<file path="src/rtl/n64_state_filter.sv">
// n64_state_filter: brings the controller-poll reply word into the clk_4M
// domain, validates and debounces each frame, applies a stick deadzone,
// tracks controller presence and queues button-change events in a small
// valid/ready FIFO.
module n64_state_filter #(
  parameter int STABLE_FRAMES = 2,
  parameter int DEADZONE      = 8,
  parameter int TIMEOUT       = 16384,
  parameter int FIFO_DEPTH    = 4
) (
  input  logic        clk_4M,
  input  logic        rst_n,
  input  logic [31:0] ctrl_state,
  input  logic        ctrl_clk,
  output logic [15:0] buttons,
  output logic [7:0]  stick_x,
  output logic [7:0]  stick_y,
  output logic        present,
  output logic [31:0] ev_data,
  output logic        ev_valid,
  input  logic        ev_ready,
  output logic [15:0] frame_count,
  output logic [7:0]  err_count,
  output logic [7:0]  drop_count
);

  localparam int         WD_W       = $clog2(TIMEOUT + 1);
  localparam int         AW         = $clog2(FIFO_DEPTH);
  localparam int         CW         = AW + 1;
  localparam logic [3:0] STABLE_RUN = 4'(STABLE_FRAMES);
  localparam logic [WD_W-1:0] WD_LAST = WD_W'(TIMEOUT - 1);
  localparam logic [WD_W-1:0] WD_HOLD = WD_W'(TIMEOUT);

  // Counters stick at 255 rather than wrapping.
  function automatic logic [7:0] sat_inc8(input logic [7:0] v);
    return (v == 8'hFF) ? v : v + 8'd1;
  endfunction

  // Small stick deflections read as centred; -128 has magnitude 128 and
  // therefore always passes.
  function automatic logic signed [7:0] apply_deadzone(input logic signed [7:0] v);
    int mag;
    mag = (v < 0) ? -int'(v) : int'(v);
    return (mag <= DEADZONE) ? 8'sd0 : v;
  endfunction

  logic        sync1, sync2, sync_prev;
  logic        edge_det;
  logic        vld_p0;
  logic        vld_p1;
  logic [31:0] frame_p1;
  logic [31:0] cand;
  logic [3:0]  run;
  logic [3:0]  run_nxt;
  logic        frame_ok, frame_bad, commit_p0;
  logic [WD_W-1:0] wd_cnt;
  logic        timeout_hit;

  logic [15:0]        new_btn;
  logic signed [7:0]  new_x, new_y;
  logic               push_req;
  logic [31:0]        push_data;

  logic [31:0]   mem [FIFO_DEPTH];
  logic [AW-1:0] wr_ptr, rd_ptr;
  logic [CW-1:0] count;
  logic          full, pop, do_push, drop;

  // ---- strobe synchroniser / edge detect ----
  assign edge_det = sync2 & ~sync_prev;

  // Two-flop synchroniser on the strobe plus the previous-value flop; the
  // cycle after an edge is the capture cycle (vld_p0).
  always_ff @(posedge clk_4M or negedge rst_n) begin
    if (!rst_n) begin
      sync1     <= 1'b0;
      sync2     <= 1'b0;
      sync_prev <= 1'b0;
      vld_p0    <= 1'b0;
    end else begin
      sync1     <= ctrl_clk;
      sync2     <= sync1;
      sync_prev <= sync2;
      vld_p0    <= edge_det;
    end
  end

  // ---- p0: capture, validate, debounce ----
  assign frame_ok  = vld_p0 & ~ctrl_state[22];
  assign frame_bad = vld_p0 &  ctrl_state[22];

  // Run length of identical valid frames, saturating at the commit threshold.
  always_comb begin
    run_nxt = 4'd1;
    if (ctrl_state == cand)
      run_nxt = (run >= STABLE_RUN) ? STABLE_RUN : run + 4'd1;
  end

  assign commit_p0 = frame_ok && (run_nxt == STABLE_RUN);

  // Candidate word and run count; a timeout restarts the run so presence
  // needs a fresh stable sequence.
  always_ff @(posedge clk_4M or negedge rst_n) begin
    if (!rst_n) begin
      cand   <= 32'h0;
      run    <= 4'd0;
      vld_p1 <= 1'b0;
    end else begin
      vld_p1 <= commit_p0;
      if (frame_ok) begin
        cand <= ctrl_state;
        run  <= run_nxt;
      end else if (timeout_hit) begin
        run <= 4'd0;
      end
    end
  end

  // Frame carried to the commit stage; only meaningful alongside vld_p1.
  always_ff @(posedge clk_4M) begin
    if (vld_p0)
      frame_p1 <= ctrl_state;
  end

  // Frame and error statistics.
  always_ff @(posedge clk_4M or negedge rst_n) begin
    if (!rst_n) begin
      frame_count <= 16'h0;
      err_count   <= 8'h0;
    end else begin
      if (frame_ok)
        frame_count <= frame_count + 16'd1;
      if (frame_bad)
        err_count <= sat_inc8(err_count);
    end
  end

  // ---- watchdog ----
  assign timeout_hit = (wd_cnt == WD_LAST) && !edge_det;

  // Cycles since the last strobe edge; parks at TIMEOUT once expired.
  always_ff @(posedge clk_4M or negedge rst_n) begin
    if (!rst_n)
      wd_cnt <= '0;
    else if (edge_det)
      wd_cnt <= '0;
    else if (timeout_hit)
      wd_cnt <= WD_HOLD;
    else if (wd_cnt != WD_HOLD)
      wd_cnt <= wd_cnt + WD_W'(1);
  end

  // ---- p1: commit and event generation ----
  assign new_btn = {frame_p1[31:23], 1'b0, frame_p1[21:16]};
  assign new_x   = apply_deadzone($signed(frame_p1[15:8]));
  assign new_y   = apply_deadzone($signed(frame_p1[7:0]));

  // A commit that changes the buttons, or a timeout while anything is held,
  // produces one event.
  always_comb begin
    push_req  = 1'b0;
    push_data = 32'h0;
    if (vld_p1) begin
      if (new_btn != buttons) begin
        push_req  = 1'b1;
        push_data = {new_btn, new_btn ^ buttons};
      end
    end else if (timeout_hit && (buttons != 16'h0)) begin
      push_req  = 1'b1;
      push_data = {16'h0, buttons};
    end
  end

  // Committed controller state.
  always_ff @(posedge clk_4M or negedge rst_n) begin
    if (!rst_n) begin
      buttons <= 16'h0;
      stick_x <= 8'h0;
      stick_y <= 8'h0;
      present <= 1'b0;
    end else if (vld_p1) begin
      buttons <= new_btn;
      stick_x <= new_x;
      stick_y <= new_y;
      present <= 1'b1;
    end else if (timeout_hit) begin
      buttons <= 16'h0;
      stick_x <= 8'h0;
      stick_y <= 8'h0;
      present <= 1'b0;
    end
  end

  // ---- event FIFO ----
  assign full     = (count == CW'(FIFO_DEPTH));
  assign ev_valid = (count != '0);
  assign pop      = ev_valid & ev_ready;
  assign do_push  = push_req && (!full || pop);
  assign drop     = push_req && full && !pop;
  assign ev_data  = mem[rd_ptr];

  // Pointers, occupancy and drop statistic; a pop frees space for a
  // same-cycle push even when full.
  always_ff @(posedge clk_4M or negedge rst_n) begin
    if (!rst_n) begin
      wr_ptr     <= '0;
      rd_ptr     <= '0;
      count      <= '0;
      drop_count <= 8'h0;
    end else begin
      if (do_push)
        wr_ptr <= wr_ptr + AW'(1);
      if (pop)
        rd_ptr <= rd_ptr + AW'(1);
      if (do_push && !pop)
        count <= count + CW'(1);
      else if (!do_push && pop)
        count <= count - CW'(1);
      if (drop)
        drop_count <= sat_inc8(drop_count);
    end
  end

  // Event storage; cleared so the head reads 0 out of reset.
  always_ff @(posedge clk_4M or negedge rst_n) begin
    if (!rst_n) begin
      for (int i = 0; i < FIFO_DEPTH; i++)
        mem[i] <= 32'h0;
    end else if (do_push) begin
      mem[wr_ptr] <= push_data;
    end
  end

endmodule
</file>
<file path="config.mk">
export PLATFORM = sky130hd
export DESIGN_NAME = n64_state_filter
export DESIGN_NICKNAME = d
export VERILOG_FILES = /design/src/rtl/n64_state_filter.sv
export SDC_FILE = /design/constraint.sdc
export NUM_CORES = 1
export LEC_CHECK = 0
export ABC_CLOCK_PERIOD_IN_PS = 3460
export BUFFER_PORTS_ARGS = -buffer_cell sky130_fd_sc_hd__buf_4
export CORE_UTILIZATION = 59
export CTS_CLUSTER_DIAMETER = 60
export DETAILED_ROUTE_END_ITERATION = 6
export PLACE_DENSITY = 0.8
export SLEW_MARGIN = 20
export SYNTH_ARGS = -nofsm -noshare
export SYNTH_HDL_FRONTEND = slang
export SYNTH_SLANG_ARGS = --single-unit
</file>
<file path="constraint.sdc">
create_clock -name clk_4M -period 3.46 [get_ports clk_4M]
set_clock_uncertainty 0.2 [all_clocks]
set_input_delay 1.038 -clock clk_4M [delete_from_list [all_inputs] [get_ports clk_4M]]
set_output_delay 1.038 -clock clk_4M [all_outputs]
set_load 0.03 [all_outputs]
</file>
==> qor.csv <==
metric;value;unit
Port Buffers;130;
RSZ-0062 raised after global routing;no;
area leader, netlist;dfrtp_1;
Tcrit/Tclk final;95.4;%
Leak Pwr;0.00760;µW
DR vias;8472;
synth top area cells;dfrtp_1 (49%), edfxtp_1 (7.4%), mux2_1 (5.5%), mux4_2 (5.4%), xnor2_1 (5.1%);
Sum Neg Setup Slack;0;ns
critical path, cell by cell;buf_4, mux4_2, buf_4;
outcome;finished clean;
Cells after Synth;1027;
startpoint types;flop;
via/cell ratio;5.74;
vias in the first global route;8686;
Final Max Slew Viols;0;
CP max stage delay;0.60;ns
PwrDens;493;mW/mm²
clock-pin slew on the worst setup and hold paths;0.06;ns
CTS Hold Buffers Added;0;
ratio of cells with drive above 1 in the final layout;21.3;%
crit-path max FO;20;
Worst EP arrival;2.06;ns
Boundary Pins;134;
dpl cell area;0.0141;mm²
first-pass GRT wire length;45500;µm
Critical Path RT;2.22;ns
CTS tree;yes;
Top cell by count, worst path;buf_4;
synthesized flop and latch total;278;
Synthesis Warnings;0;
DR WL/cell;18.8;µm
CP Buf/Inv Count;2;
Initial DRC Count;589;
H-tree levels;1;
DRC viols;0;
Netlist Area Pre-Place;0.0126;mm²
Synth top area share;49.0;%
Die Y-Extent;148;µm
gpl congestion;0.802;
clock tree root buffer cell;clkbuf_16;
DP HPWL;19100;µm
Async SR Flop Fraction;88.8;%
HP Class;flop to flop;
fillers;1461;
crit end category;primary output;
sequential area share after synthesis;56.4;%
ANT nets after route;0;
cts repair resizes;0;
Sink Count;278;
EDFF count, synth;31;
Finished Layout Cells;1475;
Post CTS Setup Buffer Count;0;
final WL;27700;µm
core region area;0.0210;mm²
crit-path leading delay family;multiplexers;
clock network latency to the later pin of the worst-skew pair;0.54;ns
synth unique cells;58;
Die X;148;µm
Starting Density;60.2;%
Peak VDD IR;0.482;mV
Slowest-stage cell, CP;mux4_2;
antenna cell count;0;
Setup CP Type;flop to primary output;
Pwr Total;7430;µW
final setup vio count;0;
CTS Buffer Depth;3;
MaxCap Viol Count;0;
largest net degree at the start of global routing;76;
drt pass-1 iters;5;
Slew HR;41.9;%
Num CTS Buffers;30;
Worst-Margin Slew;0.870;ns
share of the core filled with cells;71.9;%
fmax;0.303;GHz
Layout Nets;1227;
design area;0.0151;mm²
Main synth FF type;dfrtp_1;
Die Area;0.0220;mm²
DP Cell Count;1419;
Mapped Avg Cell Area;12.3;µm²
initial antenna violation count;0;
min Tclk post-route;3.30;ns
final hold violations;0;
P&R area growth vs syn;19.5;%
grt total ovfl;0;
All-Layer GR Usage;26.6;%
# rows;53;
layout make-up:
type                    count  area (µm²)  share of cell area (%)
clock inverters            14         136                   0.905
inverters                  73         274                    1.82
well taps                 275         344                    2.28
flip-flops and latches    278        7110                    47.2
multi-input cells         633        5050                    33.5
clock buffers              42         877                    5.82
repair buffers            160        1270                    8.44
metrics by stage:
stage | setup slack (ns) | hold slack, ns
final | 0.161 | 0.158
after global routing | 0.0460 | 0.168
after CTS | 0.107 | 0.161
after detailed placement | 0.232 | 0.147
after global placement | 0.289 | 0.135
after floorplan | 0.370 | 0.131
worst paths after layout:
| check | cells after the start | slack [ns] | endpoint | start |
|---|---|---|---|---|
| worst max-delay path | 3 | 0.16 | ev_data[21] | rd_ptr[0]$_DFFE_PN0P_ |
| worst min-delay path | 0 | 0.16 | sync2$_DFF_PN0_ | sync1$_DFF_PN0_ |
| worst max register to register | 13 | 0.39 | count[2]$_DFFE_PN0P_ | wd_cnt[0]$_DFFE_PN0P_ |
| worst min register to register | 0 | 0.16 | sync2$_DFF_PN0_ | sync1$_DFF_PN0_ |
| max in group asynchronous | 2 | 2.02 | mem[72]$_DFFE_PN0P_ | rst_n |
| min in group asynchronous | 1 | 0.24 | mem[124]$_DFFE_PN0P_ | rst_n |
power by group:
part           switching (µW)  total [µW]  leakage (µW)  internal [µW]
registers                 165        3610       0.00335           3450
clock network            1290        3210      0.000500           1920
logic                     353         608       0.00375            255
total                    1810        7430       0.00760           5620
synthesized netlist by cell type, drive strengths merged (3+ instances only):
cell	instances
inv	73
mux4	30
nand2b	14
xor2	22
nor2b	5
ha	14
a21oi	20
nor3	6
buf	24
nand3	18
o21ai	11
nand4	24
dfrtp	247
a31oi	19
mux2i	60
mux2	65
nand2	133
nor2	28
o211ai	4
o2111ai	5
and3	9
clkbuf	21
nor4	12
a22o	21
and2	3
xnor2	74
edfxtp	31
a32o	6
kinds of logic after synthesis:
kind of cell               Yosys count  share of synthesized area, %
buffers and inverters              118                          3.75
AOI/OAI and AO/OA                  102                          5.76
adders and majority gates           15                          1.55
DFF                                278                          56.4
and+or+nand+nor                    262                          9.92
other                                1                        0.0297
muxes                              155                          15.9
xor gates and xnor gates            96                          6.67
state kept, by name, indices dropped and copies added (netlist names), 15 cells and up:
name,flops
frame_p1,31
wd_cnt,15
frame_count,16
mem,120
buttons,15
cand,32
cells in the final DEF, fill, tap and decap left out, types with 20 or more instances in the layout:
cell and count:
a21oi_1 20, a22o_1 21, buf_4 154, clkbuf_16 31, dfrtp_1 245, edfxtp_1 31
inv_1 73, mux2_1 62, mux2i_1 60, mux4_2 30, nand2_1 133, nand4_1 24
nor2_1 28, xnor2_1 74, xor2_1 22
per-layer routing:
layer / vias to the layer above / routed length [µm] / part of all wire, % / track usage, %
met4: 0 / 629 / 2.3 / 7.53
li1: 3891 / - / - / -
met1: 4263 / 11800 / 43 / 35.8
met3: 53 / 1490 / 5.4 / 4.42
met2: 265 / 13800 / 50 / 44.8
met5: - / 0 / 0 / 0
worst register-to-register path, delay by kind of cell (launching register included):
kind	cells	cell delay (ns)
buffers and inverters	2	0.15
AND/OR/NAND/NOR	5	0.95
AO/OA/AOI/OAI	1	0.14
adder cells (fa/ha/maj)	3	0.78
XOR/XNOR	2	0.33
flip-flops	1	0.43
No activity file was read; power rests on OpenSTA's default activity.
